$ cat src/rtl/pin_bus_pkg.sv
// Shared pin-bus bit positions, byte-valid pattern and responder state encoding.
package pin_bus_pkg;

  localparam int REQ_BIT    = 0;
  localparam int WE_BIT     = 1;
  localparam int DPHASE_BIT = 2;
  localparam int ACK_BIT    = 0;
  localparam int ERR_BIT    = 1;

  localparam logic [7:0] OE_ALL = 8'hFF;

  typedef enum logic [1:0] {
    IDLE  = 2'd0,
    WDATA = 2'd1,
    RWAIT = 2'd2,
    ACK   = 2'd3
  } state_t;

endpackage

$ cat src/rtl/pin_bus_mem_responder_resp_mem.sv
// Responder RAM: DEPTH x DATA_W, synchronous write through a CPU/loader mux, asynchronous read.
module resp_mem #(
  parameter int ADDR_W = 8,
  parameter int DATA_W = 8,
  parameter int DEPTH  = 256
) (
  input  logic              clk,
  input  logic              cpu_we,
  input  logic [ADDR_W-1:0] cpu_addr,
  input  logic [DATA_W-1:0] cpu_wdata,
  input  logic              ld_we,
  input  logic [ADDR_W-1:0] ld_addr,
  input  logic [DATA_W-1:0] ld_data,
  output logic [DATA_W-1:0] rd_data,
  output logic              cpu_in_range
);

  localparam int AW = (DEPTH > 1) ? $clog2(DEPTH) : 1;

  logic              ld_in_range;
  logic              wr_en;
  logic [AW-1:0]     wr_addr;
  logic [DATA_W-1:0] wr_data;
  logic [DATA_W-1:0] mem [DEPTH];

  // A full-sized RAM has no out-of-range addresses, so skip the compare entirely.
  if (DEPTH >= (1 << ADDR_W)) begin : g_full
    assign cpu_in_range = 1'b1;
    assign ld_in_range  = 1'b1;
  end else begin : g_part
    localparam logic [ADDR_W-1:0] LIM = ADDR_W'(DEPTH);
    assign cpu_in_range = (cpu_addr < LIM);
    assign ld_in_range  = (ld_addr < LIM);
  end

  always_comb begin
    wr_en   = 1'b0;
    wr_addr = ld_addr[AW-1:0];
    wr_data = ld_data;
    if (cpu_we && cpu_in_range) begin
      wr_en   = 1'b1;
      wr_addr = cpu_addr[AW-1:0];
      wr_data = cpu_wdata;
    end else if (ld_we && ld_in_range) begin
      wr_en = 1'b1;
    end
  end

  always_ff @(posedge clk) begin
    if (wr_en) mem[wr_addr] <= wr_data;
  end

  assign rd_data = cpu_in_range ? mem[cpu_addr[AW-1:0]] : '0;

endmodule

$ cat src/rtl/pin_bus_mem_responder.sv
// Memory-side responder for the cpuhandler pin bus: decodes CPU requests, serves them from resp_mem.
// Optional PIN_CONTENTION_CHK_EN adds a sticky contention_err output.
module pin_bus_mem_responder
  import pin_bus_pkg::*;
#(
  parameter int ADDR_W   = 8,
  parameter int DATA_W   = 8,
  parameter int DEPTH    = 256,
  parameter int READ_LAT = 1
) (
  input  logic       clk,
  input  logic       rst_n,
  input  logic       ena,
  input  logic [7:0] cpu_uo,
  input  logic [7:0] cpu_uio_out,
  input  logic [7:0] cpu_uio_oe,
  output logic [7:0] cpu_ui,
  output logic [7:0] cpu_uio_in,
  input  logic       ld_we,
  input  logic [7:0] ld_addr,
  input  logic [7:0] ld_data,
  output logic       busy
`ifdef PIN_CONTENTION_CHK_EN
  ,
  output logic       contention_err
`endif
);

  state_t            state;
  logic [3:0]        cnt;
  logic [ADDR_W-1:0] addr_q;
  logic              we_q;
  logic [DATA_W-1:0] rdata_q;
  logic              ack_q;
  logic              err_q;
  logic [7:0]        uio_in_q;
  logic              busy_q;

  logic              req;
  logic              we;
  logic              dphase;
  logic              oe_ok;
  logic              addr_byte;
  logic              data_byte;
  logic              cpu_wr;
  logic              in_range;
  logic [DATA_W-1:0] rd_data;
  logic              unused_bits;

  assign req       = cpu_uo[REQ_BIT];
  assign we        = cpu_uo[WE_BIT];
  assign dphase    = cpu_uo[DPHASE_BIT];
  assign oe_ok     = (cpu_uio_oe == OE_ALL);
  assign addr_byte = req && !dphase && oe_ok;
  assign data_byte = req && dphase && oe_ok;
  assign cpu_wr    = ena && (state == WDATA) && data_byte;

  assign unused_bits = &{1'b0, cpu_uo[7:3]};

  // Loader access is only granted while the FSM is idle, so it never collides with a CPU write.
  resp_mem #(
    .ADDR_W (ADDR_W),
    .DATA_W (DATA_W),
    .DEPTH  (DEPTH)
  ) u_mem (
    .clk          (clk),
    .cpu_we       (cpu_wr),
    .cpu_addr     (addr_q),
    .cpu_wdata    (cpu_uio_out[DATA_W-1:0]),
    .ld_we        (ld_we && !busy_q),
    .ld_addr      (ld_addr[ADDR_W-1:0]),
    .ld_data      (ld_data[DATA_W-1:0]),
    .rd_data      (rd_data),
    .cpu_in_range (in_range)
  );

  always_ff @(posedge clk or negedge rst_n) begin
    if (!rst_n) begin
      state    <= IDLE;
      cnt      <= '0;
      ack_q    <= 1'b0;
      err_q    <= 1'b0;
      uio_in_q <= '0;
      busy_q   <= 1'b0;
    end else if (!ena) begin
      state    <= IDLE;
      ack_q    <= 1'b0;
      err_q    <= 1'b0;
      uio_in_q <= '0;
      busy_q   <= 1'b0;
    end else begin
      ack_q    <= 1'b0;
      err_q    <= 1'b0;
      uio_in_q <= '0;
      case (state)
        IDLE: begin
          if (addr_byte) begin
            busy_q <= 1'b1;
            if (we) begin
              state <= WDATA;
            end else begin
              state <= RWAIT;
              cnt   <= 4'(READ_LAT - 1);
            end
          end
        end
        WDATA: begin
          if (!req) begin
            state  <= IDLE;
            busy_q <= 1'b0;
          end else if (data_byte) begin
            state <= ACK;
          end
        end
        RWAIT: begin
          if (!req) begin
            state  <= IDLE;
            busy_q <= 1'b0;
          end else if (cnt == 4'd0) begin
            state <= ACK;
          end else begin
            cnt <= cnt - 4'd1;
          end
        end
        ACK: begin
          // Outputs lag the state by one edge; the edge that sees req low clears them.
          if (!req) begin
            state  <= IDLE;
            busy_q <= 1'b0;
          end else begin
            ack_q    <= 1'b1;
            err_q    <= !in_range;
            uio_in_q <= we_q ? 8'h00 : 8'(rdata_q);
          end
        end
        default: begin
          state  <= IDLE;
          busy_q <= 1'b0;
        end
      endcase
    end
  end

  always_ff @(posedge clk) begin
    if (ena && (state == IDLE) && addr_byte) begin
      addr_q <= cpu_uio_out[ADDR_W-1:0];
      we_q   <= we;
    end
    if ((state == RWAIT) && (cnt == 4'd0)) rdata_q <= rd_data;
  end

  always_comb begin
    cpu_ui          = '0;
    cpu_ui[ACK_BIT] = ack_q;
    cpu_ui[ERR_BIT] = err_q;
  end

  assign cpu_uio_in = uio_in_q;
  assign busy       = busy_q;

`ifdef PIN_CONTENTION_CHK_EN
  always_ff @(posedge clk or negedge rst_n) begin
    if (!rst_n) begin
      contention_err <= 1'b0;
    end else if (ack_q && !we_q && (cpu_uio_oe != 8'h00)) begin
      contention_err <= 1'b1;
    end
  end
`endif

endmodule

$ cat config.mk
export PLATFORM = sky130hd
export DESIGN_NAME = pin_bus_mem_responder
export DESIGN_NICKNAME = d
export VERILOG_FILES = /design/src/rtl/pin_bus_pkg.sv /design/src/rtl/pin_bus_mem_responder_resp_mem.sv /design/src/rtl/pin_bus_mem_responder.sv
export SDC_FILE = /design/constraint.sdc
export NUM_CORES = 2
export LEC_CHECK = 0
export CAP_MARGIN = 20
export CORE_MARGIN = 3
export CORE_UTILIZATION = 50
export CTS_BUF_LIST = sky130_fd_sc_hd__clkbuf_4 sky130_fd_sc_hd__clkbuf_8 sky130_fd_sc_hd__clkbuf_16
export CTS_CLUSTER_SIZE = 28
export DETAILED_ROUTE_END_ITERATION = 6
export PLACE_DENSITY_LB_ADDON = 0.25
export SKIP_LAST_GASP = 1
export SYNTH_ARGS = -nofsm -noshare
export SYNTH_HDL_FRONTEND = slang
export SYNTH_SLANG_ARGS = --single-unit
$ cat constraint.sdc
create_clock -name clk -period 9.55 [get_ports clk]
set_input_delay 1.4325 -clock clk [delete_from_list [all_inputs] [get_ports clk]]
set_output_delay 1.4325 -clock clk [all_outputs]
set_load 0.01 [all_outputs]
-- Word level (Yosys, flattened, before mapping)
Memory sizes are Yosys's and may differ from the RTL's. A register that Yosys moved wholly into a read port is not among the register bits.
Cells that the tools add are included.
- bits in registers: 25
- RAM bits: 2048
- bits of input ports: 44
- output and inout bits: 17
- memories: 1
- add/subtract/negate cells: 1
- eq/ne operators: 13
- multiplexer cells: 31
- reductions and logical operators: 19
- memory list (name ; words ; width ; rd ports ; clocked after Yosys merged registers in ; write ports ; RTL line ; source):
    u_mem.mem ; 256 ; 8 ; 1 ; 1 ; 1 ; pin_bus_mem_responder_resp_mem.sv:24 ; logic [DATA_W-1:0] mem [DEPTH];
- operator list (operator ; count):
    8-bit two-way mux ; 6
    2-bit two-way mux ; 8
    4-bit two-way mux ; 4
    1-bit logical AND ; 10
    1-bit two-way mux ; 10
    3-bit inequality test (second input constant) ; 3
    8-bit equality test (second input constant) ; 1
    2-bit inequality test (second input constant) ; 4
    4-bit inequality test (second input constant) ; 2
    2-bit case mux with 4 select lines ; 1
    4-bit case mux with 2 select lines ; 1
    6-bit AND reduction ; 1
    2-bit equality test (second input constant) ; 2
    4-bit zero test ; 1
    4-bit AND reduction ; 1
    4-bit by 1-bit subtractor with 4-bit output (second input constant) ; 1
    3-bit OR reduction ; 1
    2-bit by 1-bit equality test with 1-bit output (second input constant) ; 1
    1-bit zero test ; 2
    2-bit zero test ; 1
    1-bit case mux with 2 select lines ; 1
    2-bit AND reduction ; 1
    2-bit nonzero test ; 1

-- Depth between registers and ports, before layout
- depth after elaboration: 6
- depth in mapped cells: 11
- mapped depth without buffers: 8

-- By module
From an unflattened synthesis, not the netlist that was laid out.
- cells, all modules: 3950
- area, all modules: 81424.3 um^2
- by module, submodules not included (module ; instances ; cells each ; area an instance (um^2) ; sequential area each (um^2)):
    resp_mem ; 1 ; 3835 ; 79954.2 ; 61499.0
    pin_bus_mem_responder ; 1 ; 115 ; 1470.2 ; 935.9

-- Worst setup path before layout
No wires, ideal clock.
- kind: input-to-reg
- start point: input cpu_uio_oe[6]
- end point: memory u_mem.mem[0][0] (data pin)
- setup time: 556 ps
- arrival time: 4114 ps
- setup slack: 4881 ps
- cell stages on the path: 5
- buffers on the path: 2
- cell sequence: nand4_1 nor3_2 buf_2 buf_2 mux2_2
- word-level cells in the longest chain between the ends: 4
- ends and longest elaborated chain (item ; RTL line ; source):
    start: declaration ; pin_bus_mem_responder.sv:16 ; input logic [7:0] cpu_uio_oe,
    8-bit equality test ; pin_bus_mem_responder.sv:53 ; assign oe_ok = (cpu_uio_oe == OE_ALL);
    1-bit logical AND ; pin_bus_mem_responder.sv:55 ; assign data_byte = req && dphase && oe_ok;
    1-bit logical AND ; pin_bus_mem_responder.sv:56 ; assign cpu_wr = ena && (state == WDATA) && data_byte;
    8-bit two-way mux ; pin_bus_mem_responder_resp_mem.sv:40 ; if (cpu_we && cpu_in_range) begin
    via u_mem.wr_data[0] ; pin_bus_mem_responder_resp_mem.sv:23 ; logic [DATA_W-1:0] wr_data;
    end: declaration ; pin_bus_mem_responder_resp_mem.sv:24 ;
The timed path passes the listed nets, and every way through them passes these cells.

-- Worst setup path in the final report
- start point: input ena
- end point: memory u_mem.mem[104][3] (enable)
- word-level cells in the longest chain between the ends: 5
- elaborated cells on any way between the ends: 6
- classes of those cells: mux: 4; reduce/logical: 2
- ends and longest elaborated chain (item ; RTL line ; source):
    start: declaration ; pin_bus_mem_responder.sv:13 ; input logic ena,
    1-bit logical AND * (2 in series) ; pin_bus_mem_responder.sv:56 ;
    1-bit two-way mux ; pin_bus_mem_responder_resp_mem.sv:40 ;
    1-bit two-way mux ; pin_bus_mem_responder_resp_mem.sv:50 ; if (wr_en) mem[wr_addr] <= wr_data;
    1-bit two-way mux (not written as such) ; pin_bus_mem_responder_resp_mem.sv:50 ;
Mark *: on every way between the ends. The rest lies on a longest branch, timed or not.

==> results.md <==
- Status: complete, no violations
- Synth Flop Type: edfxtp_1
- Largest net degree at the start of global routing: 201
- Synth top cells by count: 2,065 x edfxtp_1, 435 x mux4_2, 281 x nor2_1
- Fin. max-slew vios: 0
- R2r startpoint: addr_q[0]$_DFFE_PP_
- Capturing point of the worst reg2reg path: rdata_q[2]$_DFFE_PP_
- Critical setup path kind: primary input to flop
- Gr ovfl total: 0
- Clock Path Buffers: 3
- Ys async rst share: 0.769%
- FMAX: 191 MHz
- Height of the die: 409 um
- Worst slew pin tran: between 1 and 1.5 ns
- Critical Path Sink: u_mem.mem[104][3]$_DFFE_PP_
- Worst-path maximum fanout: 26
- Clk_lat worst skew: approximately 0.83 ns
- Placed Area: between 80,000 and 90,000 um2
- Mean Syn Cell Area: 20.9 um2
- Fin Setup TNS: 0 ns
- 1st-pass router iterations: 5
- Placed cells: 5,950
- Cts bufs inserted: 203
- Initial antenna violation count: 10
- Initial Util: 50.4%
- PD cells: 201 nW/um2
- Vias in the first global route: just under 40,000
- Cts hold-fix bufs: 0
- TritonCTS clock tree: yes
- Post-detail-place hpwl: 115,000 um
- Max cap viols: 0
- Worst Setup SP: ena
- CTS clk-pin slew, worst paths: roughly 0.060 ns
- Global placer's final weighted congestion: 0.826
- Die Span X: 409 um
- Setup Buffers After CTS: 0
- Number of synthesized flops with an enable pin: 2,065
- Max VDD drop: 0.183 mV
- Layout cells sized above 1: between 20% and 30%
- Synth Register Bits: between 2,000 and 2,500
- Via density: 6.31
- Worst Hold Depth: 1
- Syn Inst Count: between 3,000 and 4,000
- Post-Route Skew: 0.0367 ns
- Period utilisation layout: 54.9%
- Worst EP required: 9.99 ns
- Die area: approximately 170,000 um2
- Met2 usage: 36.1%
- WL per Instance: 31.2 um
- Met1 GRT Util: 34.5%
- Cell taking the most area after synthesis: edfxtp_1
- First-pass GRT wire length: about 280,000 um
- RSZ-0062 raised after global routing: false
- # setup viols final: 0
- Root Driver: clkbuf_16
- Vias post-DR: 39,900
- Row count: between 100 and 150
- Worst Reg2Reg Path Length in Cells: 9
- GRT Total Usage: 23.6%
- Initial drt markers: 5,307
- Ys Warns: 0
- Area share of the largest cell type after synthesis: 76.5%
- Grt peak-use layer: met2
- IO buf count: 48
- R2r setup slk: between 4 and 5 ns
- Final #Nets: about 4,000
- Post-Route WL: slightly below 200,000 um
- CTS Sinks: 2,081
- Top-count cell post-synth: edfxtp_1
- Critical Path AT: approximately 5.7 ns
- Met3 Use GR: under 10%
- Detail Route Antenna Nets: 0
- Sequential area share after synthesis: 77.0%
- IO Count: 61
- Mapped cell area: 81,100 um2
- Area Growth Syn to Fin: 11.4%
- Final Hold Vio Count: 0
- Core ar.: roughly 160,000 um2
- Top cells by area, synth: edfxtp_1 76%, mux4_2 12%, mux2i_1 1.5%
- Post-route core utilization: 56.1%
- Final instance area: approximately 90,000 um2
- CP Capture Type: flop
- Min cycle time layout: ~5.2 ns
- DR DRC count: 0
- Hold/Removal Path Class: flop to flop
- Fin cells: 6,325
- Pleak: approximately 28 nW
- Startpoint types: primary input
- Synth cell types: 62
- Tot Pwr: 18.1 mW
- Post-CTS Resized: 0
- Slew HR: roughly 15%
- Htree depth: 4
worst max-delay path, stage by stage:
cell and delay, ns:
clkdlybuf4s50_1 0.63, nand4_1 0.20, nor3_4 0.18, buf_4 0.41, buf_4 0.42, mux2i_1 0.76, nand2_1 0.72, nor2_1 0.88
how the worst min path moves through the flow:
| stage | startpoint | endpoint | slack [ns] |
|---|---|---|---|
| final | rdata_q[5]$_DFFE_PP_ | cpu_uio_in[5]$_DFF_PN0_ | 0.44 |
| after global routing | rdata_q[2]$_DFFE_PP_ | cpu_uio_in[2]$_DFF_PN0_ | 0.48 |
| after CTS | rdata_q[5]$_DFFE_PP_ | cpu_uio_in[5]$_DFF_PN0_ | 0.45 |
| after detailed placement | rdata_q[5]$_DFFE_PP_ | cpu_uio_in[5]$_DFF_PN0_ | 0.43 |
| after global placement | rdata_q[6]$_DFFE_PP_ | cpu_uio_in[6]$_DFF_PN0_ | 0.43 |
| after floorplan | rdata_q[0]$_DFFE_PP_ | cpu_uio_in[0]$_DFF_PN0_ | 0.43 |
area by class of cell:
cell class	count	area, um2
fillers	11900	70600
clock inverters	104	827
diodes	3	7.51
inverters	11	41.3
repair buffers	142	1340
clock buffers	266	5610
well taps	2160	2700
multi-input cells	1558	17400
flip-flops and latches	2081	62400
routing by layer:
layer	wire length [um]	part of all wire (%)
met2	92800	47
met4	5130	2.6
met5	87	0.044
met3	18700	9.5
met1	80600	41
state kept, by name (all words and copies together), names as in the netlist:
signal	count
ack_q	1
addr_q	8
busy	1
cnt	4
cpu_uio_in	8
rdata_q	8
state	2
u_mem.mem	2048
we_q	1
through the flow:
| step | setup WS, ns | hold slack, ns |
|---|---|---|
| final | 4.31 | 0.443 |
| after CTS | 4.38 | 0.446 |
| after floorplan | 4.88 | 0.427 |
| after global routing | 4.06 | 0.480 |
| after global placement | 3.57 | 0.432 |
| after detailed placement | 3.49 | 0.433 |
where the power goes:
group          internal, mW  total, mW  switching, mW
Clock                  4.40       7.73           3.33
Combinational        0.0710      0.330          0.259
Sequential             10.1       10.1         0.0122
Total                  14.5       18.1           3.60
logic make-up after synthesis:
family                     Yosys count  share of synthesized area (%)
DFF                               2081                           77.0
muxes                              602                           14.5
and+or+nand+nor                    516                           2.80
AOI/OAI and AO/OA                  427                           3.79
buffers and inverters              255                           1.89
adders and majority gates            6                         0.0926
other                                1                        0.00462
layout by cell type, fill, tap and decap left out, types with 8 or more instances in the layout:
cell type and count:
nand2b_1 20, a221oi_1 26, a21boi_0 19, nand2_1 90, mux4_1 14, nor2b_1 9, nor2_1 280, clkdlybuf4s50_1 48
inv_1 9, mux4_2 435, bufinv_16 10, a22oi_1 145, edfxtp_1 2065, nand3_1 21, dfrtp_1 16, clkbuf_4 59
nor4_1 13, mux2i_1 120, o21ai_0 34, buf_4 82, o221ai_1 45, mux2_2 25, a22o_1 15, clkinv_2 27
nor3_1 29, clkinv_1 53, mux2_8 8, o22ai_1 16, o211ai_1 11, clkbuf_16 206, a21oi_1 60, buf_12 11
o32ai_1 11, and2_1 9
No activity file was read; power rests on OpenSTA's default activity.
